### src/rtl/if_mem_ctrl.sv
// Instruction-fetch memory controller: owns the fetch PC and issues one word read at a time.
// It hands {pc, inst} to stage_1, and it handles stalls, late redirects and stale responses.
module if_mem_ctrl #(
  parameter logic [31:0] RESET_PC = 32'h0000_0000,
  parameter logic [31:0] NOP_INST = 32'h0000_0013
) (
  input  logic        i_clk,
  input  logic        i_rst_n,
  input  logic [31:0] i_pc_next,
  input  logic        i_stall,
  input  logic        i_redirect,
  input  logic [31:0] i_redirect_pc,
  output logic        o_mem_req,
  output logic [31:0] o_mem_addr,
  input  logic        i_mem_gnt,
  input  logic        i_mem_rvalid,
  input  logic [31:0] i_mem_rdata,
  output logic [31:0] o_pc,
  output logic [31:0] o_inst,
  output logic        o_valid,
  output logic        o_misalign
);

  typedef enum logic [1:0] {IDLE, REQ, WAIT, HOLD} state_t;

  state_t      state_q, state_d;
  logic [31:0] pc_q, pc_d;
  logic [31:0] out_pc_d, inst_d;
  logic        valid_d, misalign_d;
  logic        discard_q, discard_d;

  always_ff @(posedge i_clk or negedge i_rst_n) begin
    if (!i_rst_n) begin
      state_q    <= IDLE;
      pc_q       <= RESET_PC;
      o_pc       <= RESET_PC;
      o_inst     <= NOP_INST;
      o_valid    <= 1'b0;
      o_misalign <= 1'b0;
      discard_q  <= 1'b0;
    end else begin
      state_q    <= state_d;
      pc_q       <= pc_d;
      o_pc       <= out_pc_d;
      o_inst     <= inst_d;
      o_valid    <= valid_d;
      o_misalign <= misalign_d;
      discard_q  <= discard_d;
    end
  end

  always_comb begin
    state_d    = state_q;
    pc_d       = pc_q;
    out_pc_d   = o_pc;
    inst_d     = o_inst;
    valid_d    = o_valid;
    misalign_d = o_misalign;
    discard_d  = discard_q;

    case (state_q)
      IDLE: begin
        state_d = REQ;
        if (i_redirect) pc_d = i_redirect_pc;
      end
      REQ: begin
        if (i_redirect) begin
          pc_d = i_redirect_pc;
          // A request granted alongside a redirect is for the old PC; drop its response.
          if (i_mem_gnt) begin
            state_d   = WAIT;
            discard_d = 1'b1;
          end
        end else if (i_mem_gnt) begin
          state_d = WAIT;
        end
      end
      WAIT: begin
        if (i_redirect) begin
          pc_d = i_redirect_pc;
          if (i_mem_rvalid) begin
            state_d   = REQ;
            discard_d = 1'b0;
          end else begin
            discard_d = 1'b1;
          end
        end else if (i_mem_rvalid) begin
          if (discard_q) begin
            state_d   = REQ;
            discard_d = 1'b0;
          end else begin
            inst_d   = i_mem_rdata;
            out_pc_d = pc_q;
            valid_d  = 1'b1;
            state_d  = HOLD;
          end
        end
      end
      HOLD: begin
        if (i_redirect || !i_stall) begin
          pc_d       = i_redirect ? i_redirect_pc : i_pc_next;
          valid_d    = 1'b0;
          misalign_d = 1'b0;
          inst_d     = NOP_INST;
          state_d    = REQ;
        end
      end
      default: state_d = IDLE;
    endcase

    // A misaligned fetch address never reaches memory; it is presented as a flagged NOP.
    if (state_d == REQ && pc_d[1:0] != 2'b00) begin
      state_d    = HOLD;
      valid_d    = 1'b1;
      misalign_d = 1'b1;
      inst_d     = NOP_INST;
      out_pc_d   = pc_d;
    end
  end

  assign o_mem_req  = (state_q == REQ);
  assign o_mem_addr = {pc_q[31:2], 2'b00};

endmodule

### config.mk
export PLATFORM = sky130hd
export DESIGN_NAME = if_mem_ctrl
export DESIGN_NICKNAME = d
export VERILOG_FILES = /design/src/rtl/if_mem_ctrl.sv
export SDC_FILE = /design/constraint.sdc
export NUM_CORES = 1
export LEC_CHECK = 0
export BUFFER_PORTS_ARGS = -buffer_cell sky130_fd_sc_hd__buf_2
export CAP_MARGIN = 0
export CORE_UTILIZATION = 43
export CTS_BUF_LIST = sky130_fd_sc_hd__clkbuf_16
export DETAILED_ROUTE_END_ITERATION = 12
export GPL_TIMING_DRIVEN = 0
export HOLD_SLACK_MARGIN = 0.06
export PLACE_DENSITY = 0.76
export SLEW_MARGIN = 40
export SYNTH_ARGS = -nofsm -noshare
export SYNTH_HDL_FRONTEND = slang
export SYNTH_SLANG_ARGS = --single-unit
export TNS_END_PERCENT = 30
### constraint.sdc
create_clock -name i_clk -period 2.3 [get_ports i_clk]
set_clock_uncertainty 0.05 [all_clocks]
set_input_delay 0.345 -clock i_clk [delete_from_list [all_inputs] [get_ports i_clk]]
set_output_delay 0.345 -clock i_clk [all_outputs]
set_load 0.02 [all_outputs]
==> impl_metrics.ini, run 1 <==
[worst_hold_path]
hold_depth = 2
whs_endpoint = o_inst[10]
holdCritStartpoint = i_mem_rdata[10]
timing.hold.worst.class = in2reg

[global_routing]
maximum_number_of_pins_on_one_net_before_global_route_repair = 55
grt_pass1_vias = 4038
grt_antenna_before_repair = 0
overflow = 0
grt_first_pass_wirelength_mm = 19.8
track_usage_pct = 22.2

[clocking]
ctsLongestPathBuffers = 2
cts-root-buf = clkbuf_16
cts.sinks = 101
clock_transition_at_the_registers_of_the_reported_paths_ns = 0.07
ctsHtreeMaxLevel = 3
source_to_sink_clock_delay_at_the_later_pin_of_the_worst_skew_pair_ns = 0.33
tritoncts_clock_tree = built
cts_inserted_buffers = 9

[setup_path]
cpLargestDelayFamily = simple AND/OR/NAND/NOR gates
rrSetupSlack_ns = 0.02
critPathBufInv = 2
required_time_of_the_critical_path_ns = 2.46
critical_path.slowest_cell = a311o_2
crit_path_category = reg2reg
cp-end-kind = flip-flop
r2r_start = state_q[0]
critical-path-max-stage-delay_ns = 0.44
crit_path_max_fanout = 10
timing.critical_path.from_type = flip-flop
ff2ff_path_depth = 6
timing.critical_path.cells = and3b_1 -> a311o_2 -> or4_4 -> buf_8 -> buf_12 -> mux2_4
r2r_end = o_pc[6]
crit_arrival_ns = 2.44

[floorplan]
rows = 38
boundaryPins = 201
coreArea_um2 = 10800
dieWidth_um = 107
start_util_pct = 44.0
die_h_um = 107
die-area_um2 = 11500

[sta]
worst_pin_slew_ns = 0.580
whs_ns = 0.185
finalWorstPathRequiredPeriod_ns = 2.28
layout_worst_path_cycle_share_pct = 99.0
final_critical_path_setup_slack_ns = 0.0239
timing.final.setup_violations = 0
rsz0062_at_grt = true
timing_hold_violations_final = 0
relSlewSlack_pct = 61.3
highest_clock_rate_mhz = 439
timing_max_transition_violations_final = 0

[cells_and_area]
areaGrowthSynthToFinish_pct = 33.3
postLayoutCellArea_um2 = 6340
num_antenna_cells = 0
design.final.nets = 758
drive_above_1_share_pct = 43.6

[pwr]
p_comb_share_pct = 30.9
p_sw_mw = 1.71
seq_power_share_pct = 41.8
p_per_area_nw_per_um2 = 836
irDropWorstVdd_v = 0.000350
leakagePower_nw = 3.48
power_internal_mw = 3.59
power_frac_clock_pct = 27.3
netSwitchingFraction_pct = 32.3

[synthesis]
yosys_most_used_dff = dfrtp_1
synth.lib_cells_used.distinct = 37
synth_top_area_cell = dfrtp_1
synth_edf_count = 0
ys.warnings.count = 0
postSynth.asyncResetShare_pct = 100
syn_area_um2 = 4750
synth.ff_latch_count = 101
synth_area_per_cell_um2 = 10.8
share_of_the_synthesized_area_in_the_top_cell_type_pct = 51.6
fraction_of_the_yosys_area_taken_by_sequential_cells_pct = 53.3
most_common_cell_in_the_netlist = dfrtp_1
postSynthCellCount = 441
synth.top_cells.by_area = dfrtp_1 (52%), mux2i_1 (6.5%), a22o_1 (5.3%)
synth_common_cells = dfrtp_1 (98), nand2_1 (55), inv_1 (48)

[place]
gp_routability_congestion = 0.809
buffer_ports.inserted = 197
post-dp-hpwl_mm = 9.06
pre_cts_ws_ns = -0.517
placement.cell_area_um2 = 5950

[routing]
route.detailed.vias_per_inst = 5.02
detailroute.via_count = 4013
drt-pass1-iter-count = 6
totalWireLength_mm = 12.2
drtIter0Drc = 148
drc_errors = 0
antenna_violating_nets_post_route = 0
routed_wire_length_per_instance_um = 15.3

[flow_run]
cap_viol_max_count = 0

[run_status]
result_of_the_run = completed
power by group through the flow:
stage               clock network, mW  logic [mW]  registers, mW
global route                     1.57        1.78           2.24
global placement                    0        1.55           2.23
CTS                              1.49        1.63           2.21
detailed placement                  0        1.60           2.24
finish                           1.45        1.64           2.21
floorplan                           0       0.807           2.45
through the flow:
step	setup TNS [ns]	power [mW]	util (%)	cells
after floorplan	0	3.25	-	442
after global placement	-22.00	3.77	54.8	779
after detailed placement	-10.53	3.83	55.2	780
after CTS	0	5.33	58.4	799
after global routing	-0.465	5.59	58.7	799
final	0	5.30	58.7	799
registers in the layout (all words and copies together), names as in the netlist:
name	count
o_pc	32
o_valid	1
pc_q	32
state_q	2
o_inst	32
o_misalign	1
discard_q	1
per-layer routing:
metal	share of wire (%)	up-vias	global-route usage (%)
met3	6.1	11	5.11
met2	49	138	37.2
li1	-	1903	-
met4	0.90	0	5.38
met5	0	-	0
met1	43	1961	29.1
final cells by class:
class | instances | area [um^2]
buffer | 59 | 389
clock buffer | 9 | 225
clock inverter | 5 | 55.1
fill | 932 | 4460
inverter | 48 | 180
multi-input combinational | 232 | 1700
sequential | 101 | 2530
tap | 140 | 175
timing repair buffer | 205 | 1080
worst max path at each step:
stage / slack, ns / cells past startpoint / startpoint / endpoint
after CTS: 0.004 / 6 / discard_q / o_pc[22]
after global routing: -0.05 / 7 / state_q[1] / o_pc[6]
after floorplan: 0.02 / 8 / state_q[0] / o_pc[11]
final: 0.02 / 6 / state_q[0] / o_pc[6]
after global placement: -0.46 / 7 / i_redirect / o_pc[17]
after detailed placement: -0.52 / 6 / i_redirect / o_pc[7]
what timing repair did:
item / 4_1_cts / 5_1_grt
endpoints found under the hold margin: 44 / 0
endpoints found under the setup margin: 30 / 28
resized for setup: 11 / 10
pin swaps: 0 / 1
hold buffers: 1 / 0
buffers inserted: 5 / 1
worst register-to-register path, cell delays in order (launching register included):
cell and delay [ns]:
dfrtp_2 0.43, and3b_1 0.22, a311o_2 0.44, or4_4 0.44, buf_8 0.15, buf_12 0.14
mux2_4 0.29
cells by family after synthesis:
family,count (synthesis),synth area share (%)
buf+inv,109,11.5
other cells,1,0.0789
compound gates,98,16.2
simple gates,84,7.85
mux,48,11.2
flops,101,53.3
cell usage in the layout (no fill, tap or decap), drive strengths merged, types with 4 or more instances in the layout:
cell	count
o21a	22
clkbuf	30
inv	49
nand3b	4
a22o	29
mux2i	31
buf	242
a21oi	4
dfrtp	98
o221ai	22
o21ai	10
mux2	17
nand2	55
nor2b	4
nor2	11
Note: power is estimated with default switching activity, not from simulation.
==> inputs of run 2 (changes only) <==
--- a/config.mk
+++ b/config.mk
@@ -13,6 +13,7 @@
 export GPL_TIMING_DRIVEN = 0
 export HOLD_SLACK_MARGIN = 0.06
 export PLACE_DENSITY = 0.76
+export SETUP_SLACK_MARGIN = 0.5
 export SLEW_MARGIN = 40
 export SYNTH_ARGS = -nofsm -noshare
 export SYNTH_HDL_FRONTEND = slang
==> run 2 against run 1 <==
Net effect:
- the flow now finishes with violations (negative setup slack)
- critical path depth grew 2
- sequential power hardly changed
- clock-buffer cell count stayed put
- cell count up 1.3%
- highest routed layer unchanged
- die area unchanged
- clock power barely moved
- largest cell class unchanged
- largest power group unchanged
- sequential share of layout area shrank 1.3 points
- total power increased by 2.6%
- utilization increased by 1.9 points
==> impl_metrics.ini, run 2 (same netlist as run 1, synthesis figures left out) <==
[clocking]
cts.sinks = 101
ctsHtreeMaxLevel = 3
clock_transition_at_the_registers_of_the_reported_paths_ns = 0.07
source_to_sink_clock_delay_at_the_later_pin_of_the_worst_skew_pair_ns = 0.34
cts_inserted_buffers = 9
ctsLongestPathBuffers = 2
cts-root-buf = clkbuf_16
tritoncts_clock_tree = built

[place]
pre_cts_ws_ns = -0.484
post-dp-hpwl_mm = 9.28
buffer_ports.inserted = 197
gp_routability_congestion = 0.896

[pwr]
p_comb_share_pct = 33.1
leakagePower_nw = 3.57
design_power_total_mw = 5.43
p_sw_mw = 1.84
p_per_area_nw_per_um2 = 830
power_frac_clock_pct = 26.2
netSwitchingFraction_pct = 33.8
seq_power_share_pct = 40.7
irDropWorstVdd_v = 0.000395
power_internal_mw = 3.60

[sta]
timing_hold_violations_final = 0
final_critical_path_setup_slack_ns = -0.00722
timing_max_transition_violations_final = 0
rsz0062_at_grt = true
relSlewSlack_pct = 57.7
worst_pin_slew_ns = 0.632
setup-tns-final_ns = -0.00731
whs_ns = 0.173
highest_clock_rate_mhz = 433
finalWorstPathRequiredPeriod_ns = 2.31
layout_worst_path_cycle_share_pct = 100
timing.final.setup_violations = 2

[cells_and_area]
drive_above_1_share_pct = 46.5
design.final.nets = 766
areaGrowthSynthToFinish_pct = 37.7
n_fill_cell = 909
mostFrequentLayoutCells = buf_2 (198), dfrtp_1 (97), nand2_1 (54), inv_1 (48), buf_4 (44)
layout.cells.most_common = buf_2
num_antenna_cells = 0
reg_top3 = o_inst: 32 flops, o_pc: 32 flops, pc_q: 32 flops

[floorplan]
start_util_pct = 44.0
boundaryPins = 201
die-area_um2 = 11500
coreArea_um2 = 10800
die_h_um = 107
rows = 38
dieWidth_um = 107

[setup_path]
r2r_end = o_pc[6]
crit_path_category = reg2reg
crit_arrival_ns = 2.48
critical_path.slowest_cell = or4_4
cpLargestDelayFamily = simple AND/OR/NAND/NOR gates
cp-end-kind = flip-flop
critical-path-max-stage-delay_ns = 0.55
critPathBufInv = 4
crit_path_max_fanout = 5
rrSetupSlack_ns = -0.007
ff2ff_path_depth = 8
r2r_start = state_q[0]
timing.critical_path.cells = buf_6 -> nand3b_1 -> buf_6 -> mux2_4 -> or4_4 -> buf_8 -> buf_12 -> mux2_4
timing.critical_path.from_type = flip-flop
required_time_of_the_critical_path_ns = 2.47

[worst_hold_path]
hold_depth = 2
timing.hold.worst.class = in2reg
whs_endpoint = o_inst[29]
holdCritStartpoint = i_mem_rdata[29]

[global_routing]
grt_first_pass_wirelength_mm = 20.5
maximum_number_of_pins_on_one_net_before_global_route_repair = 54
overflow = 0
grt_antenna_before_repair = 0
track_usage_pct = 23.1
grt_pass1_vias = 4205

[routing]
drt-pass1-iter-count = 4
routed_wire_length_per_instance_um = 16.3
totalWireLength_mm = 13.2
detailroute.via_count = 4135
route.detailed.vias_per_inst = 5.11
drtIter0Drc = 231
antenna_violating_nets_post_route = 0
drc_errors = 0

[run_status]
result_of_the_run = finished with violations
violations = negative setup slack

[flow_run]
cap_viol_max_count = 0
==> run 2: cell types whose count changed in the layout (fill, tap and decap cells not counted), moves of 2 or more <==
cell      before  now
a21oi_1        4    1
a21oi_2        0    3
buf_4         38   44
buf_6          1    4
buf_8          2    5
clkbuf_1      16   12
inv_6          0    3
o221ai_1      21   18
o221ai_2       1    4
o31ai_1        2    0
==> run 2: final cells by class <==
type | instances | area, um^2 | share of cell area (%)
Sequential cell | 101 | 2530 | 38.7
Multi-Input combinational cell | 232 | 1760 | 27.0
Timing Repair Buffer | 211 | 1150 | 17.5
Buffer | 61 | 472 | 7.21
Clock buffer | 9 | 225 | 3.44
Inverter | 48 | 180 | 2.75
Tap cell | 140 | 175 | 2.68
Clock inverter | 7 | 47.5 | 0.727
==> run 2: repair_timing <==
action / 4_1_cts / 5_1_grt
setup buffers: 9 / 2
endpoints found under the hold margin: 45 / 0
cloned: 1 / 0
gates resized for setup: 38 / 19
endpoints found under the setup margin: 87 / 76
pin swaps: 7 / 4
hold buffers: 1 / 0
==> run 2: metrics by stage <==
step	cell area, um^2	util (%)	cells
after CTS	6460	59.9	807
after detailed placement	5970	55.3	780
after global placement	5930	54.9	779
final	6540	60.6	809
after floorplan	4770	-	442
after global routing	6540	60.6	809
==> run 2: worst max-delay path by stage <==
stage	depth (start not counted)	start	end
global placement	6	i_redirect	o_pc[15]
global route	8	state_q[0]	o_pc[6]
detailed placement	6	i_redirect	o_pc[15]
finish	8	state_q[0]	o_pc[6]
floorplan	8	state_q[0]	o_pc[11]
CTS	7	state_q[0]	o_pc[6]
==> run 2: layer usage <==
layer  share of wire [%]  up-vias  global-route usage (%)  routed length, um
li1                    -     1925                       -                  -
met1                  42     2030                    28.9               5530
met2                  50      161                    39.1               6600
met3                 6.2       19                    5.96                812
met4                 1.9        0                    6.95                245
met5                   0        -                       0                  0
==> run 2: power groups by stage <==
stage / clock (mW) / sequential, mW / combinational, mW
after detailed placement: 0 / 2.24 / 1.60
after CTS: 1.45 / 2.21 / 1.75
final: 1.43 / 2.21 / 1.80
after floorplan: 0 / 2.45 / 0.813
after global routing: 1.53 / 2.24 / 1.94
after global placement: 0 / 2.23 / 1.55
==> inputs of run 3 (changes only) <==
--- a/config.mk
+++ b/config.mk
@@ -5,14 +5,14 @@
 export SDC_FILE = /design/constraint.sdc
 export NUM_CORES = 1
 export LEC_CHECK = 0
-export BUFFER_PORTS_ARGS = -buffer_cell sky130_fd_sc_hd__buf_2
 export CAP_MARGIN = 0
-export CORE_UTILIZATION = 43
+export CORE_UTILIZATION = 57
 export CTS_BUF_LIST = sky130_fd_sc_hd__clkbuf_16
 export DETAILED_ROUTE_END_ITERATION = 12
+export DONT_BUFFER_PORTS = 1
 export GPL_TIMING_DRIVEN = 0
 export HOLD_SLACK_MARGIN = 0.06
-export PLACE_DENSITY = 0.76
+export PLACE_DENSITY = 0.75
 export SETUP_SLACK_MARGIN = 0.5
 export SLEW_MARGIN = 40
 export SYNTH_ARGS = -nofsm -noshare
==> run 3 against run 2 <==
Net effect:
- the flow finishes with violations (negative hold slack, negative setup slack)
- critical path depth down 1
- non-clock buffer count down 198
- largest power group unchanged
- utilization up 9.5 points
- clock-buffer cell count unchanged
- via count down 18%
==> impl_metrics.ini, run 3 (same netlist as run 1, synthesis figures left out) <==
[clocking]
ctsLongestPathBuffers = 2
cts.sinks = 101
cts_hold_buffers = 1
cts-root-buf = clkbuf_16
cts_inserted_buffers = 9
clock_transition_at_the_registers_of_the_reported_paths_ns = 0.07
tritoncts_clock_tree = built
ctsHtreeMaxLevel = 3
source_to_sink_clock_delay_at_the_later_pin_of_the_worst_skew_pair_ns = 0.33

[sta]
timing_max_transition_violations_final = 0
final_critical_path_setup_slack_ns = -0.0383
relSlewSlack_pct = 61.9
setup-tns-final_ns = -0.251
highest_clock_rate_mhz = 428
timing_hold_violations_final = 101
finalWorstPathRequiredPeriod_ns = 2.34
worst_pin_slew_ns = 0.571
whs_ns = -0.349
rsz0062_at_grt = true
timing.final.setup_violations = 7
layout_worst_path_cycle_share_pct = 102

[floorplan]
dieWidth_um = 93.3
coreArea_um2 = 7890
boundaryPins = 201
start_util_pct = 60.2
die-area_um2 = 8710
rows = 32
die_h_um = 93.3

[routing]
drc_errors = 0
totalWireLength_mm = 11.3
routed_wire_length_per_instance_um = 19.7
drt-pass1-iter-count = 4
antenna_violating_nets_post_route = 0
route.detailed.vias_per_inst = 5.92
detailroute.via_count = 3386
drtIter0Drc = 125

[setup_path]
timing.critical_path.from_type = flip-flop
crit_arrival_ns = 2.51
required_time_of_the_critical_path_ns = 2.47
crit_path_max_fanout = 10
timing.critical_path.cells = buf_6 -> and3b_1 -> a311o_2 -> or4_4 -> buf_8 -> buf_12 -> mux2_4
critical-path-max-stage-delay_ns = 0.55
ff2ff_path_depth = 7
critical_path.slowest_cell = or4_4
cp-end-kind = flip-flop
crit_path_category = reg2reg

[place]
gp_routability_congestion = 0.795
post-dp-hpwl_mm = 7.40
buffer_ports.inserted = 0

[pwr]
p_per_area_nw_per_um2 = 934
design_power_total_mw = 5.17
leakagePower_nw = 2.72
irDropWorstVdd_v = 0.000407

[cells_and_area]
post-route-util_pct = 70.2
mostFrequentLayoutCells = dfrtp_1 (97), nand2_1 (54), inv_1 (48), buf_4 (41), mux2i_1 (31)
design.final.nets = 568
layout.cells.most_common = dfrtp_1
areaGrowthSynthToFinish_pct = 16.5
reg_top3 = o_inst: 32 flops, o_pc: 32 flops, pc_q: 32 flops
n_fill_cell = 591
num_antenna_cells = 0
drive_above_1_share_pct = 23.6

[flow_run]
cap_viol_max_count = 0

[global_routing]
maximum_number_of_pins_on_one_net_before_global_route_repair = 102
grt_first_pass_wirelength_mm = 17.2
grt_pass1_vias = 3487
grt_antenna_before_repair = 0
track_usage_pct = 26.0
overflow = 0

[run_status]
violations = negative hold slack, negative setup slack
result_of_the_run = finished with violations

[worst_hold_path]
timing.hold.worst.class = in2async
## run 3: layout make-up
type | count | area, um^2 | area share (%)
clock buffers | 9 | 225 | 4.07
plain buffers | 61 | 474 | 8.57
flip-flops and latches | 101 | 2530 | 45.8
repair buffers | 13 | 141 | 2.55
multi-input cells | 232 | 1790 | 32.3
inverters | 48 | 180 | 3.25
well taps | 102 | 128 | 2.31
clock inverters | 6 | 65.1 | 1.18
## run 3: worst paths after layout
| path | from | endpoint | slack [ns] |
|---|---|---|---|
| max in group asynchronous | i_rst_n | o_inst[0] | 2.28 |
| min reg2reg | pc_q[19] | o_pc[19] | 0.47 |
| max | state_q[0] | o_pc[16] | -0.04 |
| min in group i_clk | i_mem_rdata[31] | o_inst[31] | 0.10 |
| min | i_rst_n | o_pc[16] | -0.35 |
| max reg2reg | state_q[0] | o_pc[16] | -0.04 |
## run 3: where the power goes
group          switching, mW  total, mW  internal [mW]
Sequential             0.444       2.49           2.04
Clock                  0.644       1.48          0.835
Combinational          0.591       1.21          0.615
## run 3: per-stage QoR
stage               cells  hold slack, ns  setup WS, ns  area [um^2]
finish                572          -0.349       -0.0383         5540
global route          572          -0.359       -0.0794         5540
CTS                   571          -0.357       0.00283         5440
detailed placement    544         0.00159        -0.416         4900
global placement      544         0.00121        -0.369         4900
floorplan             442       -0.000591        0.0581         4770
## run 3: critical path: cells and delay by family, from the launching register on
family                 cells  cell delay, ns
buffers and inverters      3            0.42
DFF                        1            0.37
and+or+nand+nor            2            0.74
AOI/OAI and AO/OA          1            0.35
muxes                      1            0.29
## run 3: per-layer routing
metal	GRT usage [%]	share of wire (%)
met1	33.2	41
met2	43.6	50
met3	6.26	7.8
met4	8.21	1.4
met5	0	0
## run 3: what timing repair did
item / 4_1_cts / 5_1_grt
cloned: 1 / 0
setup buffers: 10 / 1
hold endpoints to repair: 102 / 101
setup endpoints to repair: 87 / 94
resized for setup: 31 / 37
pin swaps: 5 / 5
